File: config.mk
export PLATFORM = sky130hd
export DESIGN_NAME = fpmul_mant_iter_flat
export DESIGN_NICKNAME = d
export VERILOG_FILES = /design/src/rtl/fpmul_pkg.sv /design/src/rtl/fpmul_mant_iter_if.sv /design/src/rtl/fpmul_shift_add_step.sv /design/src/rtl/fpmul_mant_iter.sv /design/src/flat_wrapper.sv
export SDC_FILE = /design/constraint.sdc
export NUM_CORES = 1
export LEC_CHECK = 0
export CAP_MARGIN = 30
export CORE_UTILIZATION = 41
export DETAILED_ROUTE_END_ITERATION = 8
export PLACE_DENSITY = 0.63
export SYNTH_ARGS = -nofsm -noshare
export SYNTH_HDL_FRONTEND = slang
export SYNTH_HIERARCHICAL = 1
export SYNTH_SLANG_ARGS = --single-unit
File: constraint.sdc
create_clock -name clk -period 3.51 [get_ports clk]
set_input_delay 0.5265 -clock clk [delete_from_list [all_inputs] [get_ports clk]]
set_output_delay 0.5265 -clock clk [all_outputs]
set_load 0.1 [all_outputs]
File: src/rtl/fpmul_pkg.sv
// fpmul_pkg: shared constants and types for the floating-point multiplier stages.
//   - exponent bias default, all-ones exponent code
//   - field widths of the mantissa-multiply stage result
//   - iteration geometry (bits consumed per cycle, iteration count)
//   - FSM state encoding
// Build option: FPMUL_RADIX4_EN selects two multiplier bits per iteration
// (12 iterations) instead of one (24 iterations).
package fpmul_pkg;

  localparam int          BIAS_DEFAULT = 127;
  localparam logic [7:0]  EXP_MAX      = 8'hFF;

  localparam int MANT_W = 24;  // mantissa with hidden one
  localparam int PROD_W = 25;  // product bits P[47:23]
  localparam int EXP_W  = 9;   // exponent result width
  localparam int ESUM_W = 10;  // signed exponent sum, wide enough for -127..383
  localparam int ACC_W  = 48;  // full 24x24 product

`ifdef FPMUL_RADIX4_EN
  localparam int RAD_SHIFT = 2;
  localparam int ITER      = 12;
`else
  localparam int RAD_SHIFT = 1;
  localparam int ITER      = 24;
`endif

  localparam int CNT_W = 5;

  typedef enum logic [1:0] {
    IDLE = 2'd0,
    RUN  = 2'd1,
    DONE = 2'd2
  } state_t;

endpackage

File: src/rtl/fpmul_mant_iter_if.sv
// fpmul_mant_iter_if: operand/result handshake bundle of the mantissa-multiply stage.
//   in_valid/in_ready   operand handshake, a/b binary32 operands
//   out_valid/out_ready result handshake
//   product_o           P[47:23], exponent_o biased exponent sum
//   sign_o, exception_o sign and Inf/NaN/overflow/underflow flag
// Modports: master (operand source / result sink), slave (the stage).
interface fpmul_mant_iter_if;
  import fpmul_pkg::*;

  logic              in_valid;
  logic              in_ready;
  logic [31:0]       a;
  logic [31:0]       b;
  logic              out_valid;
  logic              out_ready;
  logic [PROD_W-1:0] product_o;
  logic [EXP_W-1:0]  exponent_o;
  logic              sign_o;
  logic              exception_o;

  modport master (
    output in_valid, a, b, out_ready,
    input  in_ready, out_valid, product_o, exponent_o, sign_o, exception_o
  );

  modport slave (
    input  in_valid, a, b, out_ready,
    output in_ready, out_valid, product_o, exponent_o, sign_o, exception_o
  );

endinterface

File: src/rtl/fpmul_shift_add_step.sv
// fpmul_shift_add_step: one combinational shift-add iteration.
//   i_acc        running 48-bit partial product
//   i_mcand      multiplicand already aligned to the current bit position
//   i_mcand3     3x multiplicand, aligned likewise (radix-4 build only)
//   i_mult_bits  multiplier bits consumed this iteration
//   o_acc_next   accumulator after this iteration
// Build option: FPMUL_RADIX4_EN consumes two multiplier bits per iteration.
module fpmul_shift_add_step
  import fpmul_pkg::*;
(
  input  logic [ACC_W-1:0]     i_acc,
  input  logic [ACC_W-1:0]     i_mcand,
`ifdef FPMUL_RADIX4_EN
  input  logic [ACC_W-1:0]     i_mcand3,
`endif
  input  logic [RAD_SHIFT-1:0] i_mult_bits,
  output logic [ACC_W-1:0]     o_acc_next
);

`ifdef FPMUL_RADIX4_EN
  logic [ACC_W-1:0] w_addend;

  always_comb begin
    w_addend = '0;
    case (i_mult_bits)
      2'b01:   w_addend = i_mcand;
      2'b10:   w_addend = i_mcand << 1;
      2'b11:   w_addend = i_mcand3;
      default: w_addend = '0;
    endcase
  end

  assign o_acc_next = i_acc + w_addend;
`else
  assign o_acc_next = i_acc + (i_mult_bits[0] ? i_mcand : '0);
`endif

endmodule

File: src/rtl/fpmul_mant_iter.sv
// fpmul_mant_iter: iterative mantissa-multiply stage of the binary32 multiplier.
// Ports:
//   clk    single clock, rising edge
//   reset  synchronous active-high; forces IDLE and clears all state
//   bus    fpmul_mant_iter_if.slave (operand and result handshakes, result fields)
// Parameter: BIAS exponent bias (default 127).
// Build option: FPMUL_RADIX4_EN -> 12 iterations of two bits, otherwise 24 of one.
// Zero/denormal, Inf/NaN and exponent out-of-range operands bypass the iteration
// and produce a result one cycle after acceptance.
module fpmul_mant_iter
  import fpmul_pkg::*;
#(
  parameter int BIAS = BIAS_DEFAULT
) (
  input  logic             clk,
  input  logic             reset,
  fpmul_mant_iter_if.slave bus
);

  state_t r_state;
  state_t w_state_next;
  logic   w_in_ready;
  logic   w_out_valid;

  logic [ACC_W-1:0]  r_acc;
  logic [ACC_W-1:0]  r_mcand;   // multiplicand, shifted left each iteration
  logic [MANT_W-1:0] r_mult;    // multiplier, shifted right each iteration
`ifdef FPMUL_RADIX4_EN
  logic [ACC_W-1:0]  r_mcand3;
`endif
  logic [CNT_W-1:0]  r_cnt;
  logic              r_sign;
  logic [EXP_W-1:0]  r_esum;

  logic [PROD_W-1:0] r_product;
  logic [EXP_W-1:0]  r_exponent;
  logic              r_sign_o;
  logic              r_exc;

  // Operand decode, evaluated on the acceptance cycle
  logic [7:0]               w_ea;
  logic [7:0]               w_eb;
  logic signed [ESUM_W-1:0] w_esum;
  logic                     w_exc_cond;
  logic                     w_zero_cond;
  logic                     w_fast;
  logic [ACC_W-1:0]         w_acc_next;
  logic                     w_last;

  assign w_ea   = bus.a[30:23];
  assign w_eb   = bus.b[30:23];
  assign w_esum = $signed({2'b00, w_ea}) + $signed({2'b00, w_eb}) - $signed(ESUM_W'(BIAS));

  // The exception flag takes priority over the zero shortcut when both apply.
  assign w_exc_cond  = (w_ea == EXP_MAX) || (w_eb == EXP_MAX) ||
                       (w_esum >= 10'sd255) || (w_esum <= 10'sd0);
  assign w_zero_cond = (w_ea == 8'd0) || (w_eb == 8'd0);
  assign w_fast      = w_exc_cond || w_zero_cond;
  assign w_last      = (r_cnt == CNT_W'(ITER - 1));

  fpmul_shift_add_step u_step (
    .i_acc       (r_acc),
    .i_mcand     (r_mcand),
`ifdef FPMUL_RADIX4_EN
    .i_mcand3    (r_mcand3),
`endif
    .i_mult_bits (r_mult[RAD_SHIFT-1:0]),
    .o_acc_next  (w_acc_next)
  );

  // State register
  always_ff @(posedge clk) begin
    if (reset) begin
      r_state <= IDLE;
    end else begin
      r_state <= w_state_next;
    end
  end

  // Next state and handshake outputs
  always_comb begin
    w_state_next = r_state;
    w_in_ready   = 1'b0;
    w_out_valid  = 1'b0;
    case (r_state)
      IDLE: begin
        w_in_ready = 1'b1;
        if (bus.in_valid) begin
          w_state_next = w_fast ? DONE : RUN;
        end
      end
      RUN: begin
        if (w_last) begin
          w_state_next = DONE;
        end
      end
      DONE: begin
        w_out_valid = 1'b1;
        if (bus.out_ready) begin
          w_state_next = IDLE;
        end
      end
      default: w_state_next = IDLE;
    endcase
  end

  // Datapath and result registers; results persist after the handshake.
  always_ff @(posedge clk) begin
    if (reset) begin
      r_acc      <= '0;
      r_mcand    <= '0;
      r_mult     <= '0;
`ifdef FPMUL_RADIX4_EN
      r_mcand3   <= '0;
`endif
      r_cnt      <= '0;
      r_sign     <= 1'b0;
      r_esum     <= '0;
      r_product  <= '0;
      r_exponent <= '0;
      r_sign_o   <= 1'b0;
      r_exc      <= 1'b0;
    end else begin
      case (r_state)
        IDLE: begin
          if (bus.in_valid) begin
            r_acc   <= '0;
            r_cnt   <= '0;
            r_sign  <= bus.a[31] ^ bus.b[31];
            r_esum  <= w_esum[EXP_W-1:0];
            r_mcand <= ACC_W'({1'b1, bus.a[22:0]});
            r_mult  <= {1'b1, bus.b[22:0]};
`ifdef FPMUL_RADIX4_EN
            r_mcand3 <= ACC_W'({1'b1, bus.a[22:0]}) * ACC_W'(3);
`endif
            if (w_fast) begin
              r_product  <= '0;
              r_exponent <= '0;
              r_sign_o   <= bus.a[31] ^ bus.b[31];
              r_exc      <= w_exc_cond;
            end
          end
        end
        RUN: begin
          r_acc   <= w_acc_next;
          r_mcand <= r_mcand << RAD_SHIFT;
          r_mult  <= r_mult >> RAD_SHIFT;
`ifdef FPMUL_RADIX4_EN
          r_mcand3 <= r_mcand3 << RAD_SHIFT;
`endif
          r_cnt   <= r_cnt + CNT_W'(1);
          if (w_last) begin
            r_product  <= w_acc_next[ACC_W-1:ACC_W-PROD_W];
            r_exponent <= r_esum;
            r_sign_o   <= r_sign;
            r_exc      <= 1'b0;
          end
        end
        default: ;
      endcase
    end
  end

  assign bus.in_ready    = w_in_ready;
  assign bus.out_valid   = w_out_valid;
  assign bus.product_o   = r_product;
  assign bus.exponent_o  = r_exponent;
  assign bus.sign_o      = r_sign_o;
  assign bus.exception_o = r_exc;

endmodule

File: src/flat_wrapper.sv
// flat-port wrapper written by rule: the top's interface ports become plain ports
module fpmul_mant_iter_flat import fpmul_pkg::*;
#(
  parameter int BIAS = BIAS_DEFAULT
)
  (clk, reset, bus_in_valid, bus_a, bus_b, bus_out_ready, bus_in_ready, bus_out_valid, bus_product_o, bus_exponent_o, bus_sign_o, bus_exception_o);
  fpmul_mant_iter_if bus_i ();
  input  logic clk;
  input  logic reset;
  input wire logic [$bits(bus_i.in_valid)-1:0] bus_in_valid;
  input wire logic [$bits(bus_i.a)-1:0] bus_a;
  input wire logic [$bits(bus_i.b)-1:0] bus_b;
  input wire logic [$bits(bus_i.out_ready)-1:0] bus_out_ready;
  output wire logic [$bits(bus_i.in_ready)-1:0] bus_in_ready;
  output wire logic [$bits(bus_i.out_valid)-1:0] bus_out_valid;
  output wire logic [$bits(bus_i.product_o)-1:0] bus_product_o;
  output wire logic [$bits(bus_i.exponent_o)-1:0] bus_exponent_o;
  output wire logic [$bits(bus_i.sign_o)-1:0] bus_sign_o;
  output wire logic [$bits(bus_i.exception_o)-1:0] bus_exception_o;
  assign bus_i.in_valid = bus_in_valid;
  assign bus_i.a = bus_a;
  assign bus_i.b = bus_b;
  assign bus_i.out_ready = bus_out_ready;
  assign bus_in_ready = bus_i.in_ready;
  assign bus_out_valid = bus_i.out_valid;
  assign bus_product_o = bus_i.product_o;
  assign bus_exponent_o = bus_i.exponent_o;
  assign bus_sign_o = bus_i.sign_o;
  assign bus_exception_o = bus_i.exception_o;
  fpmul_mant_iter #(.BIAS(BIAS)) u_core (.clk(clk), .reset(reset), .bus(bus_i));
endmodule
==> out/results.txt <==
The die is 163.2 µm wide. The tool flagged a number of max-cap violations equal to 0. The run gives 3.67 ns as the signal arrival time at the worst endpoint. For this run, the leading register cell type out of synthesis is sky130_fd_sc_hd__dfxtp_1.

The number of nets in the synthesized netlist is 1519. The tools report the clock skew as 0.01167 ns. The tools report the fmax as 0.3015 GHz. The initial standard-cell utilization of the core is 42.06%, and the flip-flop and latch count after synthesis is 173.

At the pin with the least slew margin, the transition time is 1.004 ns. The tree is rooted in a sky130_fd_sc_hd__clkbuf_16. Summing over every cut layer, the via total after detailed routing is 9936. The initial DRC count is 555, and the total power per unit cell area is 401.3 mW/mm². The number of setup buffers added after CTS is 0.

The clock network is responsible for 35.5% of the overall power. The total number of nets in the final design was 1610. Sorting the synthesized cells by area gives the leading types as sky130_fd_sc_hd__dfxtp_1 (33%), sky130_fd_sc_hd__nand2_1 (10%), sky130_fd_sc_hd__ha_1 (7.4%). The tools report the relative slew slack as 32.83%. Setup repair after global routing could not meet its margin everywhere. The top cell types in the final layout, fill and taps aside, are sky130_fd_sc_hd__nand2_1 (292), sky130_fd_sc_hd__dfxtp_1 (173), sky130_fd_sc_hd__a21oi_1 (149), sky130_fd_sc_hd__clkdlybuf4s50_1 (102), sky130_fd_sc_hd__nand3_1 (98).

Summed over its instances, the top area cell type makes up 32.51% of the synthesized netlist area. STA classifies the critical path startpoint as a register. The number of slew-limit violations in the final report is 0, and the routed metal-1 wire length is 13.10 mm.

The count of input and output buffers came out at 105. The logs give 0 for the number of diodes and 0 for the remaining antenna violation count after routing. Of all cell types, the one taking the most synthesized area is sky130_fd_sc_hd__dfxtp_1.

Entering global routing, the biggest net connects 131 pins. Of the synthesized area, sequential elements account for 32.51%. The row count was 58.

The number of global-route vias before repair is 9297, and the clock-pin slew of the registers on the worst-case setup and hold paths is 0.07 ns. The fraction of power spent switching nets was 32.78%; the global-route total usage across every layer was 20.80%. After detailed routing, the number of vias per cell comes to 5.462.

Measured along the y axis, the die boundary spans 163.2 µm. Yosys printed 6 warnings. The logs give 2454 for the number of fill cells in the layout and 106 for the number of top-level pins.

The worst min-delay path category was reg2reg. The insertion delay to the later sink of the worst-skew pair is 0.43 ns, and the CTS H-tree depth is 4. In the routed design, unresolved DRC markers number 0. The run finished with clean final reports. After detailed routing, the met3 layer carries 1.250 mm of wire.

Summing every instance area after synthesis gives 0.01065 mm². After detailed routing, the met2 layer carries 12.23 mm of wire. The clock passes through at most 2 buffers. The sum of overflow across all layers after global routing was 0.

Combinational logic burns 22.1% of the power. Wires add up to 26.96 mm. The library cell used most frequently in the layout, excluding fill and tap cells, is sky130_fd_sc_hd__nand2_1.

First-pass GRT wire length: 45.54 mm. The maximum fanout along the worst path is 22, and the estimated wirelength of the detail-placed design is 18.58 mm. For the final routed database, the setup TNS stands at 0 ns. Counting every instance in the synthesized netlist gives 1386. The share of final-layout standard cells stronger than drive strength 1 is 9.335%, and the net switching power is 1682 µW. For the initial antenna violation count, the log shows 0. TritonCTS built the clock tree. For this run, the number of standard cells in the final layout without fillers is 1819.

After detailed placement, the design holds a cell count of 1787. The run gives 5131 µW as the overall power of the completed layout. The share of total power dissipated in sequential elements is 42.4%.

Relative to the synthesized area, the layout overhead comes to 20.00%. The worst path uses 94.48% of the clock period. After synthesis, the netlist uses 75 different library cells. For this run, the detailed router's first-pass iteration total came to 5. The proportion of synthesized flip-flops having asynchronous set or reset was 0%. The highest layer used for signal routing is met4. The run gives 3449 µW as the cell-internal power. The critical path is of the reg2reg type. The area inside the core boundary came out at 0.02533 mm². The logs give 0 for the final number of hold-violating endpoints and 0.005274 µW for the leakage power. The tools report the largest voltage drop on the vdd net as 0.2449 mV.

In this run, CTS created clock tree buffers numbering 17. Setup violations remaining at the end of the flow were counted as 0. The floorplan step defined a die boundary enclosing 0.02663 mm².

STA classifies the critical path endpoint as a register. The clock drives 173 sinks. In this run the register-to-register setup slack is 0.19 ns.

The shortest clock period the worst path allows after layout is 3.316 ns, and the number of enable flip-flop cells after synthesis is 0. The critical path data required time came out at 3.86 ns. After detailed routing, the average wire length per cell comes to 14.82 µm. Each instance of the synthesized netlist takes up on average 7.686 µm². Across all hold checks on the routed design, the worst slack comes to 0.4565 ns. At the end of routability-driven placement, the weighted congestion stood at 0.8626.
final cells by class:
class,count,area (µm²),share of cell area [%]
multi-input combinational,1092,6636,51.91
inverter,19,71.32,0.5579
timing repair buffer,174,1652,12.92
clock inverter,14,122.6,0.9592
tap,330,412.9,3.230
clock buffer,17,425.4,3.328
sequential,173,3463,27.09
per-layer routing:
layer | vias to the layer above | global-route usage [%]
li1 | 5069 | -
met1 | 4600 | 28.50
met2 | 240 | 33.22
met3 | 27 | 3.834
met4 | 0 | 5.565
met5 | - | 0
stage by stage:
| stage | instance area, µm² | setup WS [ns] | util (%) |
|---|---|---|---|
| final | 12780 | 0.1937 | 50.47 |
| after global routing | 12780 | -0.008220 | 50.47 |
| after CTS | 12730 | 0.1485 | 50.25 |
| after detailed placement | 12180 | -0.1437 | 48.08 |
| after global placement | 12150 | -0.08457 | 47.97 |
| after floorplan | 10650 | 0.3903 | - |
flip-flops by register name, summed over array words and instances, names as in the netlist:
| register | count |
|---|---|
| u_core/bus.exponent_o | 9 |
| u_core/r_esum | 9 |
| u_core/bus.exception_o | 1 |
| u_core/r_acc | 48 |
| u_core/bus.sign_o | 1 |
| u_core/r_state | 2 |
| u_core/r_mcand | 48 |
| u_core/r_cnt | 5 |
| u_core/r_mult | 24 |
| u_core/bus.product_o | 25 |
| u_core/r_sign | 1 |
cells by family after synthesis:
kind of cell / synth area share, %
multiplexers: 3.477
adder cells (fa/ha/maj): 7.775
flip-flops: 32.51
AO/OA/AOI/OAI: 21.13
XOR/XNOR: 3.700
AND/OR/NAND/NOR: 25.73
buffers and inverters: 5.673
Yosys cell counts, types with 3 or more instances:
cell                       instances
sky130_fd_sc_hd__xnor2_1          31
sky130_fd_sc_hd__nor2_1           96
sky130_fd_sc_hd__a21oi_1         150
sky130_fd_sc_hd__nand4_1          19
sky130_fd_sc_hd__nand2_1         293
sky130_fd_sc_hd__buf_12            3
sky130_fd_sc_hd__and2_1           53
sky130_fd_sc_hd__o21bai_1          8
sky130_fd_sc_hd__dfxtp_1         173
sky130_fd_sc_hd__o31ai_1           3
sky130_fd_sc_hd__ha_1             63
sky130_fd_sc_hd__nand3_1          98
sky130_fd_sc_hd__clkbuf_2          3
sky130_fd_sc_hd__a21oi_2           4
sky130_fd_sc_hd__inv_1            18
sky130_fd_sc_hd__clkbuf_8          7
sky130_fd_sc_hd__a31oi_1           7
sky130_fd_sc_hd__nor3_1           15
sky130_fd_sc_hd__nor2b_1           5
sky130_fd_sc_hd__mux2i_1          37
sky130_fd_sc_hd__nor4_1           10
sky130_fd_sc_hd__and3_1            6
sky130_fd_sc_hd__buf_4             3
sky130_fd_sc_hd__xor2_1           14
sky130_fd_sc_hd__o211ai_1          3
sky130_fd_sc_hd__a21o_1           33
sky130_fd_sc_hd__a211oi_1         12
sky130_fd_sc_hd__a311oi_1         46
sky130_fd_sc_hd__o21a_1            8
sky130_fd_sc_hd__o21ai_0          24
sky130_fd_sc_hd__clkbuf_1         82
path summary, 6_finish.rpt:
| path | startpoint | end | cells past startpoint |
|---|---|---|---|
| setup / recovery | u_core/r_mult[0]$_SDFFE_PP0P_ | u_core/r_acc[36]$_SDFFE_PP0P_ | 14 |
| hold / removal | u_core/bus.product_o[9]$_SDFFE_PP0P_ | u_core/bus.product_o[9]$_SDFFE_PP0P_ | 2 |
| setup reg to reg | u_core/r_mult[0]$_SDFFE_PP0P_ | u_core/r_acc[36]$_SDFFE_PP0P_ | 14 |
| hold reg to reg | u_core/bus.product_o[9]$_SDFFE_PP0P_ | u_core/bus.product_o[9]$_SDFFE_PP0P_ | 2 |
worst max-delay path, stage by stage (launching register included):
cell and delay [ns]:
sky130_fd_sc_hd__dfxtp_1 0.34, sky130_fd_sc_hd__buf_12 0.16, sky130_fd_sc_hd__and2_1 0.16, sky130_fd_sc_hd__ha_1 0.23
sky130_fd_sc_hd__fa_1 0.44, sky130_fd_sc_hd__a211o_1 0.32, sky130_fd_sc_hd__a211o_1 0.34, sky130_fd_sc_hd__a21oi_2 0.17
sky130_fd_sc_hd__o21a_1 0.22, sky130_fd_sc_hd__a21oi_2 0.10, sky130_fd_sc_hd__o21ai_2 0.21, sky130_fd_sc_hd__o21bai_1 0.13
sky130_fd_sc_hd__xnor2_2 0.20, sky130_fd_sc_hd__nand2_1 0.07, sky130_fd_sc_hd__a21oi_1 0.13
power by group through the flow:
stage | combinational [µW] | sequential (µW) | clock (µW)
floorplan | 773 | 2230 | 0
global placement | 1100 | 2220 | 0
detailed placement | 1120 | 2220 | 0
CTS | 1130 | 2180 | 1860
global route | 1250 | 2200 | 1940
finish | 1130 | 2180 | 1820
timing repair:
item | 4_1_cts | 5_1_grt
endpoints found under the setup margin | 0 | 17
gates resized for setup | 0 | 7
hold buffers | 0 | 0
Note: power is estimated with default switching activity, not from simulation.
